===== config.mk =====
export PLATFORM = sky130hd
export DESIGN_NAME = uart_rx_deframer_flat
export DESIGN_NICKNAME = d
export VERILOG_FILES = /design/src/rtl/uart_rx_deframer_pkg.sv /design/src/rtl/uart_rx_deframer_if.sv /design/src/rtl/uart_baud_tick.sv /design/src/rtl/uart_rx_deframer.sv /design/src/flat_wrapper.sv
export SDC_FILE = /design/constraint.sdc
export NUM_CORES = 1
export LEC_CHECK = 0
export CAP_MARGIN = 15
export CORE_ASPECT_RATIO = 2
export CORE_MARGIN = 2
export CORE_UTILIZATION = 35
export DETAILED_ROUTE_END_ITERATION = 6
export GPL_TIMING_DRIVEN = 0
export PLACE_DENSITY = 0.57
export SKIP_LAST_GASP = 1
export SLEW_MARGIN = 20
export SYNTH_ARGS = -nofsm -noshare
export SYNTH_HDL_FRONTEND = slang
export SYNTH_HIERARCHICAL = 1
export SYNTH_SLANG_ARGS = --single-unit

===== constraint.sdc =====
create_clock -name clk -period 2.6 [get_ports clk]
set_clock_uncertainty 0.15 [all_clocks]
set_input_delay 0.52 -clock clk [delete_from_list [all_inputs] [get_ports clk]]
set_output_delay 0.52 -clock clk [all_outputs]
set_load 0.01 [all_outputs]

===== src/rtl/uart_rx_deframer_pkg.sv =====
// uart_rx_deframer_pkg: shared FSM states, word-layout constants and the 3-sample vote
package uart_rx_deframer_pkg;
  localparam int DATA7 = 7;
  localparam int DATA8 = 8;
  localparam int FRAME_W = 9;
  localparam int OVERSAMPLE_DEF = 16;
  typedef enum logic [2:0] {IDLE, START, DATA, PARITY, STOP} state_t;
  function automatic logic maj3(input logic a, input logic b, input logic c);
    return (a & b) | (a & c) | (b & c);
  endfunction
endpackage


===== src/rtl/uart_rx_deframer_if.sv =====
// uart_rx_deframer_if: serial line, mode switches and frame output bundle
interface uart_rx_deframer_if;
  import uart_rx_deframer_pkg::*;
  logic rx, SW0, SW1, data_valid, frame_err, busy;
  logic [FRAME_W-1:0] data_out;
  modport master(input rx, SW0, SW1, output data_out, data_valid, frame_err, busy);
  modport slave(output rx, SW0, SW1, input data_out, data_valid, frame_err, busy);
endinterface


===== src/rtl/uart_baud_tick.sv =====
// uart_baud_tick: free-running divider, one-clock tick every DIV clocks
module uart_baud_tick #(
  parameter int DIV = 27
) (
  input  logic clk,
  input  logic rst,
  output logic tick
);
  localparam int W = DIV > 1 ? $clog2(DIV) : 1;
  logic [W-1:0] cnt;
  assign tick = cnt == W'(DIV - 1);
  always_ff @(posedge clk)
    if (!rst || tick) cnt <= '0;
    else cnt <= cnt + 1'b1;
endmodule


===== src/rtl/uart_rx_deframer.sv =====
// uart_rx_deframer: oversampling UART receiver producing raw 9-bit frame words
module uart_rx_deframer
  import uart_rx_deframer_pkg::*;
#(
  parameter int CLK_FREQ = 50_000_000,
  parameter int BAUD = 115_200,
  parameter int OVERSAMPLE = OVERSAMPLE_DEF
) (
  input logic clk,
  input logic rst,
  uart_rx_deframer_if.master bus
);
  localparam int DIV = CLK_FREQ / (BAUD * OVERSAMPLE);
  localparam int M = OVERSAMPLE / 2 - 1;
  localparam int PW = $clog2(OVERSAMPLE);
  state_t state, state_n;
  logic tick, rx_m, rx_s, armed, s0, s1, par_l, n8_l;
  logic start_det, dec, bit_v, last_bit, strobe;
  logic [PW-1:0] phase, ph_nxt;
  logic [2:0] bit_cnt;
  logic [FRAME_W-1:0] sh;

  uart_baud_tick #(.DIV(DIV)) u_tick (.clk(clk), .rst(rst), .tick(tick));

  // phase counts ticks since start detect; a bit decision lands on tick M+1 of each bit
  assign ph_nxt = (phase == PW'(OVERSAMPLE - 1)) ? '0 : phase + 1'b1;
  assign start_det = state == IDLE && armed && !rx_s && tick;
  assign dec = state != IDLE && tick && ph_nxt == PW'(M + 1);
  assign bit_v = maj3(s0, s1, rx_s);
  assign last_bit = bit_cnt == (n8_l ? 3'(DATA8 - 1) : 3'(DATA7 - 1));

  always_ff @(posedge clk)
    if (!rst) state <= IDLE;
    else state <= state_n;

  always_comb begin
    state_n = state;
    case (state)
      IDLE:    state_n = start_det ? START : IDLE;
      START:   state_n = dec ? (bit_v ? IDLE : DATA) : START;
      DATA:    state_n = dec && last_bit ? (par_l ? PARITY : STOP) : DATA;
      PARITY:  state_n = dec ? STOP : PARITY;
      STOP:    state_n = dec ? IDLE : STOP;
      default: state_n = IDLE;
    endcase
  end

  always_comb begin
    bus.busy = state != IDLE;
    strobe = state == STOP && dec;
  end

  always_ff @(posedge clk) begin
    if (!rst) begin
      rx_m <= 1'b1;
      rx_s <= 1'b1;
      armed <= 1'b0;
      phase <= '0;
      bit_cnt <= '0;
      s0 <= 1'b0;
      s1 <= 1'b0;
      par_l <= 1'b0;
      n8_l <= 1'b0;
      sh <= '0;
      bus.data_out <= '0;
      bus.data_valid <= 1'b0;
      bus.frame_err <= 1'b0;
    end else begin
      rx_m <= bus.rx;
      rx_s <= rx_m;
      // a low stop bit leaves the line low, so re-arm only once it is seen high again
      armed <= state == IDLE && (armed || rx_s);
      bus.data_valid <= strobe;
      if (start_det) begin
        phase <= '0;
        bit_cnt <= '0;
        sh <= '0;
        par_l <= bus.SW0;
        n8_l <= bus.SW1;
      end else if (tick && state != IDLE) begin
        phase <= ph_nxt;
        if (ph_nxt == PW'(M - 1)) s0 <= rx_s;
        if (ph_nxt == PW'(M)) s1 <= rx_s;
      end
      if (dec && state == DATA) begin
        sh[bit_cnt] <= bit_v;
        bit_cnt <= bit_cnt + 1'b1;
      end
      if (dec && state == PARITY) sh[n8_l ? DATA8 : DATA7] <= bit_v;
      if (strobe) begin
        bus.data_out <= sh;
        bus.frame_err <= !bit_v;
      end
    end
  end
endmodule


===== src/flat_wrapper.sv =====
// flat-port wrapper written by rule: the top's interface ports become plain ports
module uart_rx_deframer_flat import uart_rx_deframer_pkg::*;
#(
  parameter int CLK_FREQ = 50_000_000,
  parameter int BAUD = 115_200,
  parameter int OVERSAMPLE = OVERSAMPLE_DEF
)
  (clk, rst, bus_rx, bus_SW0, bus_SW1, bus_data_out, bus_data_valid, bus_frame_err, bus_busy);
  uart_rx_deframer_if bus_i ();
  input logic clk;
  input logic rst;
  input wire logic [$bits(bus_i.rx)-1:0] bus_rx;
  input wire logic [$bits(bus_i.SW0)-1:0] bus_SW0;
  input wire logic [$bits(bus_i.SW1)-1:0] bus_SW1;
  output wire logic [$bits(bus_i.data_out)-1:0] bus_data_out;
  output wire logic [$bits(bus_i.data_valid)-1:0] bus_data_valid;
  output wire logic [$bits(bus_i.frame_err)-1:0] bus_frame_err;
  output wire logic [$bits(bus_i.busy)-1:0] bus_busy;
  assign bus_i.rx = bus_rx;
  assign bus_i.SW0 = bus_SW0;
  assign bus_i.SW1 = bus_SW1;
  assign bus_data_out = bus_i.data_out;
  assign bus_data_valid = bus_i.data_valid;
  assign bus_frame_err = bus_i.frame_err;
  assign bus_busy = bus_i.busy;
  uart_rx_deframer #(.CLK_FREQ(CLK_FREQ), .BAUD(BAUD), .OVERSAMPLE(OVERSAMPLE)) u_core (.clk(clk), .rst(rst), .bus(bus_i));
endmodule

==> results of run 1 <==
[metal layers]
layer | track usage | vias to the layer above
met3 | 0.0300 | 11
met2 | 0.307 | 29
li1 | - | 892
met5 | 0 | -
met4 | 0.0806 | 0
met1 | 0.154 | 838
[cells by family after synthesis]
| group | after synthesis |
|---|---|
| multiplexers | 9 |
| AO/OA/AOI/OAI | 57 |
| buffers and inverters | 20 |
| adder cells (fa/ha/maj) | 8 |
| XOR/XNOR | 3 |
| flip-flops | 42 |
| AND/OR/NAND/NOR | 92 |
[timing repair]
item / in CTS / in global routing
buffers inserted: 0 / 0
resized for setup: 0 / 5
setup endpoints to repair: 0 / 8
[stage by stage]
stage / worst slack, ps / hold slack [ps]
after floorplan: 543 / 236
after global placement: -47.2 / 248
after detailed placement: -73.7 / 246
after CTS: 99.1 / 260
after global routing: 6.61 / 279
final: 178 / 257
[worst max-delay path: cells and delay by family (launching register included)]
family | cells | cell delay (ps)
buf+inv | 2 | 710
flops | 1 | 370
simple gates | 1 | 400
[cell type report]
cell class	instances	area share
multi-input cells	169	0.462
inverters	7	0.0107
well taps	61	0.0311
clock buffers	6	0.0566
flip-flops and latches	42	0.343
repair buffers	16	0.0653
plain buffers	13	0.0265
clock inverters	2	0.00510
[power groups by stage]
stage | clock network, mW | logic [mW] | registers, mW
floorplan | 0 | 0.0218 | 0.668
global placement | 0 | 0.0352 | 0.670
detailed placement | 0 | 0.0358 | 0.670
CTS | 0.650 | 0.0359 | 0.656
global route | 0.681 | 0.0385 | 0.656
finish | 0.627 | 0.0349 | 0.656
[registers in the layout, summed over array words and instances, names as in the netlist]
signal / cells
u_core/n8_l: 1
u_core/armed: 1
u_core/state: 3
u_core/s0: 1
u_core/par_l: 1
u_core/bit_cnt: 3
u_core/u_tick/cnt: 5
u_core/rx_m: 1
u_core/phase: 4
u_core/bus.data_valid: 1
u_core/bus.data_out: 9
u_core/s1: 1
u_core/sh: 9
u_core/bus.frame_err: 1
u_core/rx_s: 1
[path summary, 6_finish.rpt]
| kind | cells after the start | endpoint | startpoint |
|---|---|---|---|
| setup / recovery | 3 | bus_busy | u_core/state[0]$_SDFF_PN0_ |
| hold / removal | 1 | u_core/rx_s$_SDFF_PN1_ | u_core/rx_m$_SDFF_PN1_ |
| setup reg to reg | 6 | u_core/bus.data_out[5]$_SDFFE_PN0P_ | u_core/phase[0]$_SDFFE_PP0N_ |
| hold reg to reg | 1 | u_core/rx_s$_SDFF_PN1_ | u_core/rx_m$_SDFF_PN1_ |
[layout by cell type, fill, tap and decap left out, types with 3 or more instances in the layout]
cell and count:
a21oi_1 21, o31ai_1 4, ha_1 7, nor2b_1 5, nand2_1 23, nand3_1 17
nand4_1 9, clkbuf_16 5, nor3b_1 4, o211ai_1 5, nor2_1 7, nor4_1 3
clkbuf_1 7, dfxtp_1 42, nand2b_1 4, mux2i_1 9, xnor2_1 3, inv_1 6
o21ai_0 14, or3_1 5, clkdlybuf4s50_1 16
==> results.txt, run 1 <==
----------------------------------------------------
[Run status]
  Result of the run ... complete, no violations

[Power and ir drop]
  Clock group share of total power ... 0.476
  Share of power burned in registers ... 0.498
  Total net switching power ... between 0.2 and 0.3 mW
  Internal power ... roughly 1.0 mW
  Cell Pwr Density ... roughly 540 nW/um^2
  Largest voltage drop on the vdd net ... approximately 0.00042 V
  Static leakage power ... ~0.84 nW
  Post-route total power ... between 1 and 1.5 mW
  Switching Fraction ... 0.207
  Combinational cell fraction of total power ... 0.027

[Detailed routing]
  Final routed wire length divided by cell count ... roughly 15 um
  Number of routed nets with antenna violations ... 0
  DR DRC count ... 0
  Wire length on met3 ... ~120 um
  Aggregate routed wire length ... between 4000 and 5000 um
  Iteration count of the initial detailed-routing pass ... 4
  Via total after detailed routing ... between 1500 and 2000
  Amount of wire on met2 after detailed routing ... 2820 um
  Uppermost layer routed ... met4
  Vias per cell ... around 5.6
  Detailed-route wire length on metal 1 ... around 1700 um
  Iter 0 DRT Violations ... 51

[Final layout]
  Layout cells sized above 1 ... 0.102
  Layout net count ... about 270
  Antenna Cells ... 0
  Multi-input gate area in the final layout ... 1130 um^2
  Final design utilization ... 0.430
  Non-filler instance count after layout ... 316
  Combined flip-flop and latch cell area ... about 840 um^2
  Final std cell area, no fill ... ~2500 um^2
  Number of inserted filler cells in the final layout ... 591
  Layout overhead on the synthesized area ... 19.3%

[Critical path]
  Worst-path cell with the longest stage delay ... clkdlybuf4s50_1
  Cells along the critical path ... clkbuf_2 -> or3_1 -> clkdlybuf4s50_1
  Data arrival time of the critical path ... between 1500 and 2000 ps
  Worst setup EP type ... primary output
  Classification of the worst setup path ... reg -> out
  Critical path required time ... ~1900 ps
  Maximum single-stage delay on the critical path ... 490 ps
  Critical path launch point type ... flop
  Slack of the worst reg-to-reg path ... approximately 300 ps
  Critical path peak fanout ... 10

[Min path]
  Class of the tightest hold or removal check ... reg -> reg

[Logic synthesis]
  Arithmetic-cell share of the synthesized area counting full adders, half adders and majority gates ... 0.0474
  Synth top cells by count ... 42 x dfxtp_1, 23 x nand2_1, 21 x a21oi_1
  Register bit total from synthesis ... between 40 and 50
  Mux share of post-synthesis cell area ... 0.0438
  Fraction of registers with async set or reset after synthesis ... 0
  Fraction of post-synthesis cell area in the top cell type by area ... 0.409
  Compound-Gate Fraction of Synth Area ... 0.172
  Post-synthesis simple-gate area fraction ... 0.272
  Cell with the most instances after synthesis ... dfxtp_1
  Number of flops mapped to enable cells by yosys ... 0
  Yosys warns ... 6
  Mapped cell area ... about 2000 um^2
  Parity-gate share of the synthesized area counting xor and xnor cells ... 0.0128
  Number of cells produced by synthesis ... around 230
  Sequential cell area fraction in the yosys report ... 0.409
  Dominant combinational cell family by area after synthesis ... simple AND/OR/NAND/NOR gates
  Main area contributors after synthesis ... dfxtp_1 41%, a21oi_1 5.1%, mux2i_1 4.4%
  Ys flop type ... dfxtp_1
  Mean Syn Cell Area ... 8.90 um^2
  Cell accounting for the most synthesized area ... dfxtp_1
  Yosys cell types ... 48
  Number of nets produced by synthesis ... ~240

[STA]
  Endpoints failing hold ... 0
  Count of endpoints failing setup in the final report ... 0
  Max_slew headroom ... 0.530
  Peak Freq ... 413 MHz
  Max-slew violation total from the final report ... 0
  Period utilization ... 0.932
  Final min period ... 2420 ps
  Slew at the pin closest to its max-slew limit ... approximately 700 ps
  Setup TNS ... 0 ps
  RSZ-0062 raised after global routing ... no

[Placement]
  Standard cell area after detailed placement ... about 2300 um^2
  GPL Wtd Cong ... around 0.76
  Total of buffers placed on input and output ports ... 16
  Total half-perimeter wirelength after legalization and detailed placement ... 3610 um
  Instance count after placement with tap cells included ... 308

[Global routing]
  First-pass GRT wire length ... between 8000 and 9000 um
  Largest net degree at the start of global routing ... 14
  Initial antenna violation count ... 0
  GR Overflow Total ... 0
  Total routing resource utilization after global routing ... 0.160
  Vias in the first global route ... roughly 1800

[Clocking]
  Cell at the root of the clock tree ... clkbuf_16
  Clock latency on the worst-skew pair ... around 280 ps
  # hold bufs at CTS ... 0
  Clock tree from TritonCTS ... yes
  Reg clk slew, reported paths ... approximately 60 ps
  H-tree depth ... 2
  CTS buffer count ... 5
  Num Clock Sinks ... 42
  Maximum count of clock buffers along a single path ... 2

[Floorplan]
  Area of the core region ... between 5000 and 6000 um^2
  Number of core rows ... 39
  Floorplan die height ... approximately 110 um
  Die width ... between 50 and 60 um
  Initial Utilization ... 0.360
  Number of ports placed on the die boundary ... 17
  Total Die Area ... between 6000 and 7000 um^2

[Flow run]
  Number of max-cap violations ... 0

----------------------------------------------------
Note: power is estimated with default switching activity, not from simulation.
==> inputs of run 2 (changes only) <==
--- a/config.mk
+++ b/config.mk
@@ -5,6 +5,7 @@
 export SDC_FILE = /design/constraint.sdc
 export NUM_CORES = 1
 export LEC_CHECK = 0
+export ABC_AREA = 1
 export CAP_MARGIN = 15
 export CORE_ASPECT_RATIO = 2
 export CORE_MARGIN = 2
==> constraint.sdc (replaced) <==
create_clock -name clk -period 2.7 [get_ports clk]
set_clock_uncertainty 0.15 [all_clocks]
set_input_delay 0.405 -clock clk [delete_from_list [all_inputs] [get_ports clk]]
set_output_delay 0.405 -clock clk [all_outputs]
set_load 0.01 [all_outputs]
==> run 2 against run 1 <==
Net effect:
- critical path depth grew 8
- non-clock buffer count is 7 lower
- highest routed layer unchanged
- flip-flop and latch count unchanged
- cell count increased by 12%
- routed wire length is 9.7% lower
- largest cell class unchanged
==> results.txt, run 2 <==
----------------------------------------------------
[Logic synthesis]
  Yosys warns ... 6
  Main area contributors after synthesis ... dfxtp_1 42%, inv_1 6.7%, nand2_1 6.5%
  Synth top cells by count ... 42 x dfxtp_1, 36 x inv_1, 35 x nand2_1, 35 x nor2_1, 25 x a21oi_1
  Number of flops mapped to enable cells by yosys ... 0
  Yosys cell types ... 31
  Mapped cell area ... a little over 2000 um^2
  Cell with the most instances after synthesis ... dfxtp_1
  Number of cells produced by synthesis ... approximately 270
  Mean Syn Cell Area ... about 7.5 um^2
  Fraction of registers with async set or reset after synthesis ... 0
  Cell accounting for the most synthesized area ... dfxtp_1
  Sequential cell area fraction in the yosys report ... 0.418
  Register bit total from synthesis ... 42
  Fraction of post-synthesis cell area in the top cell type by area ... 0.418
  Ys flop type ... dfxtp_1
  Number of nets produced by synthesis ... 281

[Floorplan]
  Floorplan die height ... about 110 um
  Initial Utilization ... 0.359
  Area of the core region ... roughly 5600 um^2
  Number of ports placed on the die boundary ... 17
  Die width ... 57.6 um
  Total Die Area ... approximately 6400 um^2
  Number of core rows ... 39

[STA]
  Setup TNS ... 0 ps
  Endpoints failing hold ... 0
  Peak Freq ... roughly 460 MHz
  Period utilization ... 0.805
  Final hold slack ... roughly 260 ps
  Slew at the pin closest to its max-slew limit ... 549 ps
  Max_slew headroom ... 0.634
  Final min period ... 2170 ps
  Count of endpoints failing setup in the final report ... 0
  Max-slew violation total from the final report ... 0
  RSZ-0062 raised after global routing ... no
  Worst-case setup margin in the final layout ... around 530 ps

[Detailed routing]
  Via total after detailed routing ... ~1800
  Iter 0 DRT Violations ... 49
  Iteration count of the initial detailed-routing pass ... 4
  Number of routed nets with antenna violations ... 0
  Final routed wire length divided by cell count ... approximately 12 um
  DR DRC count ... 0
  Vias per cell ... around 5
  Aggregate routed wire length ... about 4300 um

[Clocking]
  Num Clock Sinks ... 42
  CTS buffer count ... 5
  Maximum count of clock buffers along a single path ... 2
  Clock latency on the worst-skew pair ... between 200 and 300 ps
  Cells resized by post-CTS repair ... 0
  H-tree depth ... 2
  Post-CTS setup-driven buffer insertion count ... 0
  Reg clk slew, reported paths ... around 60 ps
  Cell at the root of the clock tree ... clkbuf_16
  Clock tree from TritonCTS ... yes
  # hold bufs at CTS ... 0

[Final layout]
  Antenna Cells ... 0
  Largest regs ... u_core/bus.data_out x9, u_core/sh x9, u_core/u_tick/cnt x5
  Layout cells sized above 1 ... 0.116
  Top library cells by usage in the layout, fill and taps aside ... 42 x dfxtp_1, 36 x inv_1, 35 x nand2_1, 35 x nor2_1, 25 x a21oi_1
  Final std cell area, no fill ... roughly 2400 um^2
  Layout overhead on the synthesized area ... 20.0%
  Number of inserted filler cells in the final layout ... between 500 and 600
  Final design utilization ... 0.430
  Non-filler instance count after layout ... approximately 350
  Most common cell after layout, fill and taps aside ... dfxtp_1
  Layout net count ... roughly 300

[Run status]
  Result of the run ... complete, no violations

[Critical path]
  RR Endpoint ... u_core/sh[2]$_SDFF_PN0_
  Critical path required time ... 2730 ps
  Logic depth of the worst register-to-register path ... 11
  Crit Reg-Reg Startpoint ... u_core/u_tick/cnt[0]$_SDFF_PP0_
  CP startpoint ... u_core/u_tick/cnt[0]$_SDFF_PP0_
  Classification of the worst setup path ... reg -> reg
  Data arrival time of the critical path ... approximately 2200 ps
  Worst setup EP type ... flop
  Critical path launch point type ... flop
  Critical path peak fanout ... 10
  Slack of the worst reg-to-reg path ... 530 ps

[Global routing]
  GR Overflow Total ... 0
  Vias in the first global route ... between 1500 and 2000
  Total routing resource utilization after global routing ... 0.146
  First-pass GRT wire length ... ~7500 um
  Largest net degree at the start of global routing ... 14
  Initial antenna violation count ... 0

[Min path]
  HP Start ... u_core/rx_m$_SDFF_PN1_
  Class of the tightest hold or removal check ... reg -> reg
  Depth of the worst hold-timing path ... 1
  Hold Path End ... u_core/rx_s$_SDFF_PN1_

[Power and ir drop]
  Static leakage power ... roughly 0.95 nW
  Post-route total power ... approximately 1.3 mW
  Cell Pwr Density ... 555 nW/um^2
  Largest voltage drop on the vdd net ... between 0.0004 and 0.0005 V

[Placement]
  Instance count after placement with tap cells included ... ~350
  Standard cell area after detailed placement ... around 2200 um^2
  Total half-perimeter wirelength after legalization and detailed placement ... ~3100 um
  Placement Setup Slack ... 519 ps
  Total of buffers placed on input and output ports ... 16
  GPL Wtd Cong ... 0.811

[Flow run]
  Number of max-cap violations ... 0

----------------------------------------------------
[run 2: cell types whose count changed in the layout (fill, tap and decap cells not counted), moves of 5 or more]
cell	delta
inv_2	+5
nor2_1	+28
nor3_1	+7
o21ai_1	+10
mux2i_1	-9
nor2b_1	-5
inv_1	+30
or3_1	-5
o211ai_1	-5
nand2_1	+12
[run 2: cell families after synthesis]
| logic type | after synthesis | synth area share |
|---|---|---|
| compound gates | 55 | 0.154 |
| xor+xnor | 1 | 0.00435 |
| fa+ha+maj | 7 | 0.0435 |
| buf+inv | 47 | 0.0920 |
| flops | 42 | 0.418 |
| simple gates | 117 | 0.289 |
[run 2: report_power, final]
part / switching [mW] / internal (mW) / total, mW
Sequential: 0.00574 / 0.626 / 0.632
Clock: 0.240 / 0.433 / 0.672
Combinational: 0.0213 / 0.0151 / 0.0364
[run 2: worst max path at each step]
stage | endpoint | slack [ps] | cells after the start
after floorplan | u_core/state[1]$_SDFF_PN0_ | 770 | 12
final | u_core/sh[2]$_SDFF_PN0_ | 530 | 11
after detailed placement | u_core/sh[2]$_SDFF_PN0_ | 520 | 11
after global placement | u_core/phase[1]$_SDFFE_PP0N_ | 540 | 11
after CTS | u_core/sh[2]$_SDFF_PN0_ | 510 | 11
after global routing | u_core/sh[3]$_SDFF_PN0_ | 280 | 12
[run 2: cell type report]
class	instances	area, um^2	area share
Buffer	6	31.3	0.0130
Clock buffer	5	125	0.0518
Tap cell	61	76.3	0.0316
Clock inverter	3	40.0	0.0166
Inverter	41	154	0.0638
Multi-Input combinational cell	180	986	0.409
Sequential cell	42	841	0.348
Timing Repair Buffer	16	160	0.0664
[run 2: routing by layer]
layer	track usage	share of wire	up-vias
met5	0	0	-
met4	0.0620	0.024	0
met3	0.0292	0.026	9
met2	0.240	0.48	29
met1	0.180	0.47	803
li1	-	-	918
[run 2: worst max-delay path, cell delays in order, from the launching register on]
cell and delay [ps]:
dfxtp_1 340, inv_1 60, ha_1 150, nand2_2 60, nor2_2 140, inv_1 120
a21oi_4 300, nand4_2 270, nor2_4 250, nand3_1 90, nand2_1 70, nor2_1 50
